### src/rtl/morse_receiver_if.sv
// -----------------------------------------------------------------------------
// morse_receiver_if
// Groups the Morse receiver's serial input strobe and its decode-result
// outputs into one bundle.
//   DotDashIn   : serial Morse unit (1 = tone, 0 = gap)
//   NewBitIn    : one-cycle strobe, DotDashIn valid in that cycle
//   Letter      : decoded letter index (A = 0 ... H = 7)
//   LetterValid : one-cycle pulse, new decode result present
//   CodeError   : qualified by LetterValid, pattern matched no table entry
//   Busy        : receiver is collecting or decoding a letter
//   Timeout     : one-cycle pulse, only when MORSE_RX_TIMEOUT_EN is defined
// Modports: master = the unit producing the strobes and consuming results,
//           slave  = the receiver itself.
// Optional feature macro: MORSE_RX_TIMEOUT_EN (adds the Timeout signal).
// -----------------------------------------------------------------------------
interface morse_receiver_if;
  logic       DotDashIn;
  logic       NewBitIn;
  logic [2:0] Letter;
  logic       LetterValid;
  logic       CodeError;
  logic       Busy;
`ifdef MORSE_RX_TIMEOUT_EN
  logic       Timeout;

  modport master (
    output DotDashIn, NewBitIn,
    input  Letter, LetterValid, CodeError, Busy, Timeout
  );
  modport slave (
    input  DotDashIn, NewBitIn,
    output Letter, LetterValid, CodeError, Busy, Timeout
  );
`else
  modport master (
    output DotDashIn, NewBitIn,
    input  Letter, LetterValid, CodeError, Busy
  );
  modport slave (
    input  DotDashIn, NewBitIn,
    output Letter, LetterValid, CodeError, Busy
  );
`endif
endinterface

### src/rtl/morse_receiver.sv
// -----------------------------------------------------------------------------
// morse_receiver
// Collects a serial Morse letter (one unit per NewBitIn strobe), terminates
// it on a run of three gap units or after twelve units, left-justifies the
// pattern and matches it against the eight-entry A..H table.
// Ports:
//   clock  : system clock, rising-edge active
//   Reset  : asynchronous, active-high reset
//   bus    : morse_receiver_if.slave (DotDashIn/NewBitIn in; Letter,
//            LetterValid, CodeError, Busy [, Timeout] out)
// Parameter:
//   CLOCK_FREQUENCY : clock cycles per second, used only by the timeout.
// Optional feature macro: MORSE_RX_TIMEOUT_EN -- aborts a letter after 2 s
// in COLLECT without a strobe and pulses Timeout.
// -----------------------------------------------------------------------------
module morse_receiver #(
  parameter int CLOCK_FREQUENCY = 50000000
) (
  input  logic           clock,
  input  logic           Reset,
  morse_receiver_if.slave bus
);

  localparam logic [1:0] S_IDLE    = 2'd0;
  localparam logic [1:0] S_COLLECT = 2'd1;
  localparam logic [1:0] S_DECODE  = 2'd2;
  localparam logic [1:0] S_OUT     = 2'd3;

  // Entry gi is the left-justified pattern of letter index gi (A first).
  localparam logic [7:0][11:0] CODE_TABLE = {
    12'b101010100000,  // H
    12'b111011101000,  // G
    12'b101011101000,  // F
    12'b100000000000,  // E
    12'b111010100000,  // D
    12'b111010111010,  // C
    12'b111010101000,  // B
    12'b101110000000   // A
  };

  // Elaboration-time sanity check on the clock rate.
  if (CLOCK_FREQUENCY < 1) begin : g_bad_clock_frequency
    $error("CLOCK_FREQUENCY must be positive");
  end

  logic [1:0]  state_q, state_d;
  logic [11:0] sr_q, sr_d;
  logic [3:0]  n_q, n_d;
  logic [1:0]  z_q, z_d;
  logic [2:0]  letter_q, letter_d;
  logic        valid_q, valid_d;
  logic        err_q, err_d;

  // Left-justify the collected units; the marker-free SR holds exactly N bits.
  logic [11:0] pattern;
  logic [7:0]  hit;
  logic [2:0]  hit_idx;

  assign pattern = sr_q << (4'd12 - n_q);

  for (genvar gi = 0; gi < 8; gi++) begin : g_match
    assign hit[gi] = (pattern == CODE_TABLE[gi]);
  end

  // Table entries are distinct, so at most one bit of hit is set.
  always_comb begin
    hit_idx = 3'd0;
    for (int i = 0; i < 8; i++) begin
      if (hit[i]) hit_idx = 3'(i);
    end
  end

`ifdef MORSE_RX_TIMEOUT_EN
  localparam int CW = (CLOCK_FREQUENCY > 0) ? $clog2(2 * CLOCK_FREQUENCY) : 1;
  localparam logic [CW-1:0] TO_LIMIT = CW'(2 * CLOCK_FREQUENCY - 1);

  logic [CW-1:0] cnt_q, cnt_d;
  logic          timeout_q, timeout_d;
  logic [CW-1:0] cnt_inc;

  assign cnt_inc     = cnt_q + CW'(1);
  assign bus.Timeout = timeout_q;
`endif

  always_comb begin
    state_d  = state_q;
    sr_d     = sr_q;
    n_d      = n_q;
    z_d      = z_q;
    letter_d = letter_q;
    valid_d  = 1'b0;
    err_d    = 1'b0;
`ifdef MORSE_RX_TIMEOUT_EN
    cnt_d     = '0;
    timeout_d = 1'b0;
`endif
    case (state_q)
      S_IDLE: begin
        // A gap strobe on an idle line is not the start of a letter.
        if (bus.NewBitIn && bus.DotDashIn) begin
          sr_d    = 12'd1;
          n_d     = 4'd1;
          z_d     = 2'd0;
          state_d = S_COLLECT;
        end
      end
      S_COLLECT: begin
        if (bus.NewBitIn) begin
          sr_d = {sr_q[10:0], bus.DotDashIn};
          n_d  = n_q + 4'd1;
          if (bus.DotDashIn) z_d = 2'd0;
          else               z_d = (z_q == 2'd3) ? 2'd3 : z_q + 2'd1;
          if (z_d == 2'd3 || n_d == 4'd12) state_d = S_DECODE;
        end
`ifdef MORSE_RX_TIMEOUT_EN
        else if (cnt_inc == TO_LIMIT) begin
          timeout_d = 1'b1;
          state_d   = S_IDLE;
        end else begin
          cnt_d = cnt_inc;
        end
`endif
      end
      S_DECODE: begin
        // Result registers load here so LetterValid is high during OUT.
        valid_d = 1'b1;
        if (|hit) letter_d = hit_idx;
        else      err_d    = 1'b1;
        state_d = S_OUT;
      end
      default: begin
        state_d = S_IDLE;
      end
    endcase
  end

  always_ff @(posedge clock or posedge Reset) begin
    if (Reset) begin
      state_q  <= S_IDLE;
      sr_q     <= 12'd0;
      n_q      <= 4'd0;
      z_q      <= 2'd0;
      letter_q <= 3'd0;
      valid_q  <= 1'b0;
      err_q    <= 1'b0;
`ifdef MORSE_RX_TIMEOUT_EN
      cnt_q     <= '0;
      timeout_q <= 1'b0;
`endif
    end else begin
      state_q  <= state_d;
      sr_q     <= sr_d;
      n_q      <= n_d;
      z_q      <= z_d;
      letter_q <= letter_d;
      valid_q  <= valid_d;
      err_q    <= err_d;
`ifdef MORSE_RX_TIMEOUT_EN
      cnt_q     <= cnt_d;
      timeout_q <= timeout_d;
`endif
    end
  end

  assign bus.Letter      = letter_q;
  assign bus.LetterValid = valid_q;
  assign bus.CodeError   = err_q;
  assign bus.Busy        = (state_q == S_COLLECT) || (state_q == S_DECODE);

endmodule

### src/flat_wrapper.sv
// flat-port wrapper written by rule: the top's interface ports become plain ports
module morse_receiver_flat 
#(
  parameter int CLOCK_FREQUENCY = 50000000
)
  (clock, Reset, bus_DotDashIn, bus_NewBitIn, bus_Letter, bus_LetterValid, bus_CodeError, bus_Busy);
  morse_receiver_if bus_i ();
  input  logic clock;
  input  logic Reset;
  input wire logic [$bits(bus_i.DotDashIn)-1:0] bus_DotDashIn;
  input wire logic [$bits(bus_i.NewBitIn)-1:0] bus_NewBitIn;
  output wire logic [$bits(bus_i.Letter)-1:0] bus_Letter;
  output wire logic [$bits(bus_i.LetterValid)-1:0] bus_LetterValid;
  output wire logic [$bits(bus_i.CodeError)-1:0] bus_CodeError;
  output wire logic [$bits(bus_i.Busy)-1:0] bus_Busy;
  assign bus_i.DotDashIn = bus_DotDashIn;
  assign bus_i.NewBitIn = bus_NewBitIn;
  assign bus_Letter = bus_i.Letter;
  assign bus_LetterValid = bus_i.LetterValid;
  assign bus_CodeError = bus_i.CodeError;
  assign bus_Busy = bus_i.Busy;
  morse_receiver #(.CLOCK_FREQUENCY(CLOCK_FREQUENCY)) u_core (.clock(clock), .Reset(Reset), .bus(bus_i));
endmodule
### config.mk
export PLATFORM = sky130hd
export DESIGN_NAME = morse_receiver_flat
export DESIGN_NICKNAME = d
export VERILOG_FILES = /design/src/rtl/morse_receiver_if.sv /design/src/rtl/morse_receiver.sv /design/src/flat_wrapper.sv
export SDC_FILE = /design/constraint.sdc
export NUM_CORES = 1
export LEC_CHECK = 0
export CAP_MARGIN = 5
export CORE_UTILIZATION = 61
export CTS_CLUSTER_DIAMETER = 150
export DETAILED_ROUTE_END_ITERATION = 7
export HOLD_SLACK_MARGIN = 0.15
export PLACE_DENSITY_LB_ADDON = 0.2
export SKIP_CTS_REPAIR_TIMING = 1
export SLEW_MARGIN = 15
export SYNTH_ARGS = -nofsm -noshare
export SYNTH_HDL_FRONTEND = slang
export SYNTH_SLANG_ARGS = --single-unit
### constraint.sdc
create_clock -name clock -period 3.7 [get_ports clock]
set_clock_uncertainty 0.05 [all_clocks]
set_input_delay 0.74 -clock clock [delete_from_list [all_inputs] [get_ports clock]]
set_output_delay 0.74 -clock clock [all_outputs]
set_load 0.005 [all_outputs]
Word level (Yosys, flattened, before mapping)

Cells that the tools add are included.
W data, S select, Z words.

Register bits: 25
Latch bits: 0
Memory bits (writable): 0
Memory bits (read-only): 0
Input bits: 4
Output and inout bits: 6
Word-level logic and storage cells: 63
Memories: 0

Add/sub/neg operators: 3
Multiply operators: 0
Divide/modulo/power cells: 0
$lt $le $gt $ge: 0
Eq/ne operators: 16
Shift-type cells: 1
Mux-type cells: 27
Bitwise logic cells: 0
Reductions and logical operators: 9

Operators with widths:

| kind                   | count |
|---|---|
| $eq A12 B12 Y1 const B | 8 |
| $mux W12               | 2 |
| $pmux W12 S2           | 1 |
| $mux W2                | 11 |
| $mux W3                | 4 |
| $shl A12 B4 Y12        | 1 |
| $mux W4                | 2 |
| $pmux W4 S2            | 1 |
| $reduce_or A8 Y1       | 1 |
| $eq A2 B2 Y1 const B   | 3 |
| $pmux W2 S3            | 1 |
| $reduce_and A3 Y1      | 2 |
| $add A4 B1 Y4 const B  | 1 |
| $eq A4 B4 Y1 const B   | 1 |
| $mux W1                | 4 |
| $ne A2 B1 Y1 const B   | 2 |
| $pmux W2 S2            | 1 |
| $sub A4 B4 Y4 const A  | 1 |
| $add A2 B1 Y2 const B  | 1 |
| $eq A2 B1 Y1 const B   | 1 |
| $logic_not A2 Y1       | 1 |
| $logic_or A1 B1 Y1     | 2 |
| $ne A2 B2 Y1 const B   | 1 |
| $reduce_and A2 Y1      | 1 |
| 2 further kinds        | 2 |

Depth between registers and ports, before layout

Depth after elaboration: 10
Depth in mapped cells: 14
Depth with buffers taken out: 10

Least setup slack after synthesis

OpenSTA, ideal clock, no wires.

Kind: reg2reg
Start point: register u_core.n_q[0]
End point: register u_core.letter_q[0], in the netlist u_core.bus.Letter[0]
Library setup time: 0.121 ns
Arrival: 2.870 ns
Required time: 3.529 ns
Path slack: 0.659 ns
Stages on the path, launching flop included: 15
Path buffers: 4
Clock period less this slack: 3.041 ns
Cell sequence: dfrtp_1 > buf_6 > buf_8 > inv_1 > ha_1 > buf_6 > buf_4 > nor2_1 > a21oi_1 > mux4_2 > nor2_1 > nand2_1 > a211oi_2 > o31ai_1 > a22o_1

Cells in the longest elaborated chain, start to end: 10
Elaborated cells between the ends (all ways): 19
Classes of those cells: 1 x add/sub; 8 x eq/ne; 1 x shift; 7 x mux; 2 x reduce/logical

RTL lines:

| item                     | line                  | text |
|---|---|---|
| start: declaration       | morse_receiver.sv:48  | `logic [3:0] n_q, n_d;` |
| start signal: assignment | morse_receiver.sv:153 | `n_q <= n_d;` |
| $sub A4 B4 Y4 *          | morse_receiver.sv:59  | `assign pattern = sr_q << (4'd12 - n_q);` |
| $shl A12 B4 Y12 *        | morse_receiver.sv:59  |  |
| $eq A12 B12 Y1           | morse_receiver.sv:62  | `assign hit[gi] = (pattern == CODE_TABLE[gi]);` |
| $mux W1                  | morse_receiver.sv:69  | `if (hit[i]) hit_idx = 3'(i);` |
| $mux W2 (2 in a row)     | morse_receiver.sv:69  |  |
| $mux W3 (4 in a row)     | morse_receiver.sv:69  |  |
| end signal: assignment   | morse_receiver.sv:155 | `letter_q <= letter_d;` |
| end: declaration         | morse_receiver.sv:50  | `logic [2:0] letter_q, letter_d;` |

Mark *: on every way between the ends. The rest lies on a longest branch, timed or not.
A chain may end at the register's enable or synchronous reset.

Worst setup path after layout

Start point: register u_core.n_q[1]
End point: register u_core.letter_q[1], in the netlist u_core.bus.Letter[1]

Cells in the longest elaborated chain, start to end: 9
Elaborated cells between the ends (all ways): 18
Classes of those cells: 1 x add/sub; 8 x eq/ne; 1 x shift; 6 x mux; 2 x reduce/logical

RTL lines:

| item                 | line |
|---|---|
| $sub A4 B4 Y4 *      | morse_receiver.sv:59 |
| $shl A12 B4 Y12 *    | morse_receiver.sv:59 |
| $eq A12 B12 Y1       | morse_receiver.sv:62 |
| $mux W2 (2 in a row) | morse_receiver.sv:69 |
| $mux W3 (4 in a row) | morse_receiver.sv:69 |

Marks and branches as above.

==> flow_summary.ini <==
[outcome]
status = completed

[logic_synthesis]
synth-main-ff-cell = dfrtp_1
synth.distinct_cells = 52
ys_async_sr_fraction_pct = 100
avgSynthCellArea_um2 = 9.51
synth.most_common_cell = dfrtp_1
syn_nets = 237
synth_edf_count = 0
synth_seq_cells = 25
synthTopCellsByCount = dfrtp_1 (25), nand2_1 (20), a21oi_1 (16), a22o_1 (16)
synth_top_area_cell = dfrtp_1
yosysSeqAreaShare_pct = 29.1
syn_inst = 226
yosys_warnings = 0
synthTopCellsByArea = dfrtp_1 (29%), a22o_1 (6.5%), mux4_1 (6.1%)
yosysTopAreaCellShare_pct = 29.1
netlist_area_mm2 = 0.00215

[sta]
hold_violations = 0
period_share_pct = 94.2
fin_ws_ns = 0.214
drv_slew = 0
max_slew.worst_pin.slew_ns = 0.943
max-slew-margin-rel_pct = 37.1
period_needed_ns = 3.49
holdWs_ns = 0.483
finalSetupViolCount = 0
grt_setup_unrepaired = no
fmax_mhz = 287
timing.setup.tns_ns = 0

[drt]
antenna_left = 0
vias_per_cell = 6.64
vias = 1807
wl_um = 4750
remaining_drc_errors = 0
routedWlPerCell_um = 17.4
dr.first_iter.drc_count = 219
drtPass1Iterations = 4

[finish]
n_antenna_cell = 0
fillers = 297
area_growth_pct = 4.66
fin_nets = 238
drive_above_1_share_pct = 11.1
final_cell_count_no_fill = 272

[pwr]
p_leak_nw = 0.923
powerDensity_mw_per_mm2 = 840
vdd_drop_max_v = 0.000557

[clocking]
root_buffer = clkbuf_4
path_clk_slew_ns = 0.13
cts_buffers = 3
cts_buffer_depth = 2
cts.sinks = 25
htreeDepth = 1
clk_latency_ns = 0.32
cts_tree = built

[global_route]
antenna_found_initial = 0
grt_use_met2_pct = 41.5
grt_use_total_pct = 28.2
met1_usage_pct = 43.3
grt_max_degree = 26
grt_pass1_wl_um = 7690
top_usage_layer = met1
grt_overflow = 0
met3_usage_pct = 3.99
grt_pass1_vias = 1570

[place]
place_congestion = 0.973
portBuffers = 9
place_hpwl_um = 3430
place_ws_ns = 0.328
dp.cells = 268

[critical_path]
critical_path_class = flop to flop
cp_data_arrival_time_ns = 3.65
required_ns = 3.87
endpoint_kind = flop
startpoint_type = flop
worstPathMaxFanout = 16
r2r_slack_ns = 0.21

[job]
drv_cap = 0

[floorplan]
core_area_mm2 = 0.00336
row_count = 21
die_y_um = 61.3
pin_count = 10
start_util_pct = 63.9
dieArea_mm2 = 0.00376
fp.dieW_um = 61.3

[hold_path]
hp-class = flop to flop
-- registers in the layout, summed over array words and instances, names as in the netlist --
signal	count
u_core.sr_q	12
u_core.bus.CodeError	1
u_core.state_q	2
u_core.z_q	2
u_core.bus.Letter	3
u_core.n_q	4
u_core.bus.LetterValid	1
-- layer usage --
layer	share of wire, %	up-vias
met3	5.4	9
met5	0	-
met1	47	887
met4	1.5	0
li1	-	846
met2	46	65
-- placed cells by master (no fill, tap or decap), types with 8 or more instances in the layout --
master           synthesis  layout
mux2i_1                 10      10
inv_1                   13      13
nand3_1                  8       8
clkdlybuf4s50_1          0       9
nand2_1                 20      20
o21ai_0                 13      13
a21oi_1                 16      16
nor2_1                  10      10
dfrtp_1                 25      25
a22o_1                  16      16
-- report_power, final --
group / internal (mW) / switching, mW
Clock: 0.0422 / 0.0786
Sequential: 0.365 / 0.166
Combinational: 0.560 / 0.676
-- worst max-delay path, stage by stage (launching register included) --
cell      delay, ns
dfrtp_1        0.56
inv_1          0.08
ha_1           0.63
buf_4          0.29
mux4_1         0.22
nand2_1        0.07
mux2_2         0.31
a311oi_1       0.31
nand2b_1       0.17
o22ai_1        0.29
o31ai_1        0.15
a22o_1         0.26
-- final cells by class --
class / instances / area, um^2 / area share, %
flip-flops and latches: 25 / 626 / 27.8
repair buffers: 16 / 143 / 6.34
inverters: 13 / 48.8 / 2.17
clock buffers: 4 / 26.3 / 1.17
multi-input cells: 168 / 1350 / 59.9
well taps: 46 / 57.6 / 2.56
-- stage by stage --
stage | util, % | power [mW] | instance area [um^2]
floorplan | - | 1.52 | 2150
global placement | 66.1 | 1.71 | 2220
detailed placement | 66.1 | 1.75 | 2220
CTS | 66.9 | 1.88 | 2250
global route | 66.9 | 2.03 | 2250
finish | 66.9 | 1.89 | 2250
-- kinds of logic after synthesis --
family                     after synthesis  synth area share, %
AOI/OAI and AO/OA                       69                 22.6
and+or+nand+nor                         65                 16.8
buffers and inverters                   33                 8.15
DFF                                     25                 29.1
muxes                                   23                 17.6
adders and majority gates                7                 4.08
xor gates and xnor gates                 4                 1.63
-- final timing paths --
check | cells after the start | to | start
worst max-delay path | 11 | u_core.bus.Letter[1] | u_core.n_q[1]
worst min-delay path | 1 | u_core.sr_q[11] | u_core.sr_q[11]
worst max register to register | 11 | u_core.bus.Letter[1] | u_core.n_q[1]
worst min register to register | 1 | u_core.sr_q[11] | u_core.sr_q[11]
max in group asynchronous | 2 | u_core.sr_q[5] | Reset
min in group asynchronous | 2 | u_core.state_q[1] | Reset
Power figures use the tool's default switching activity.
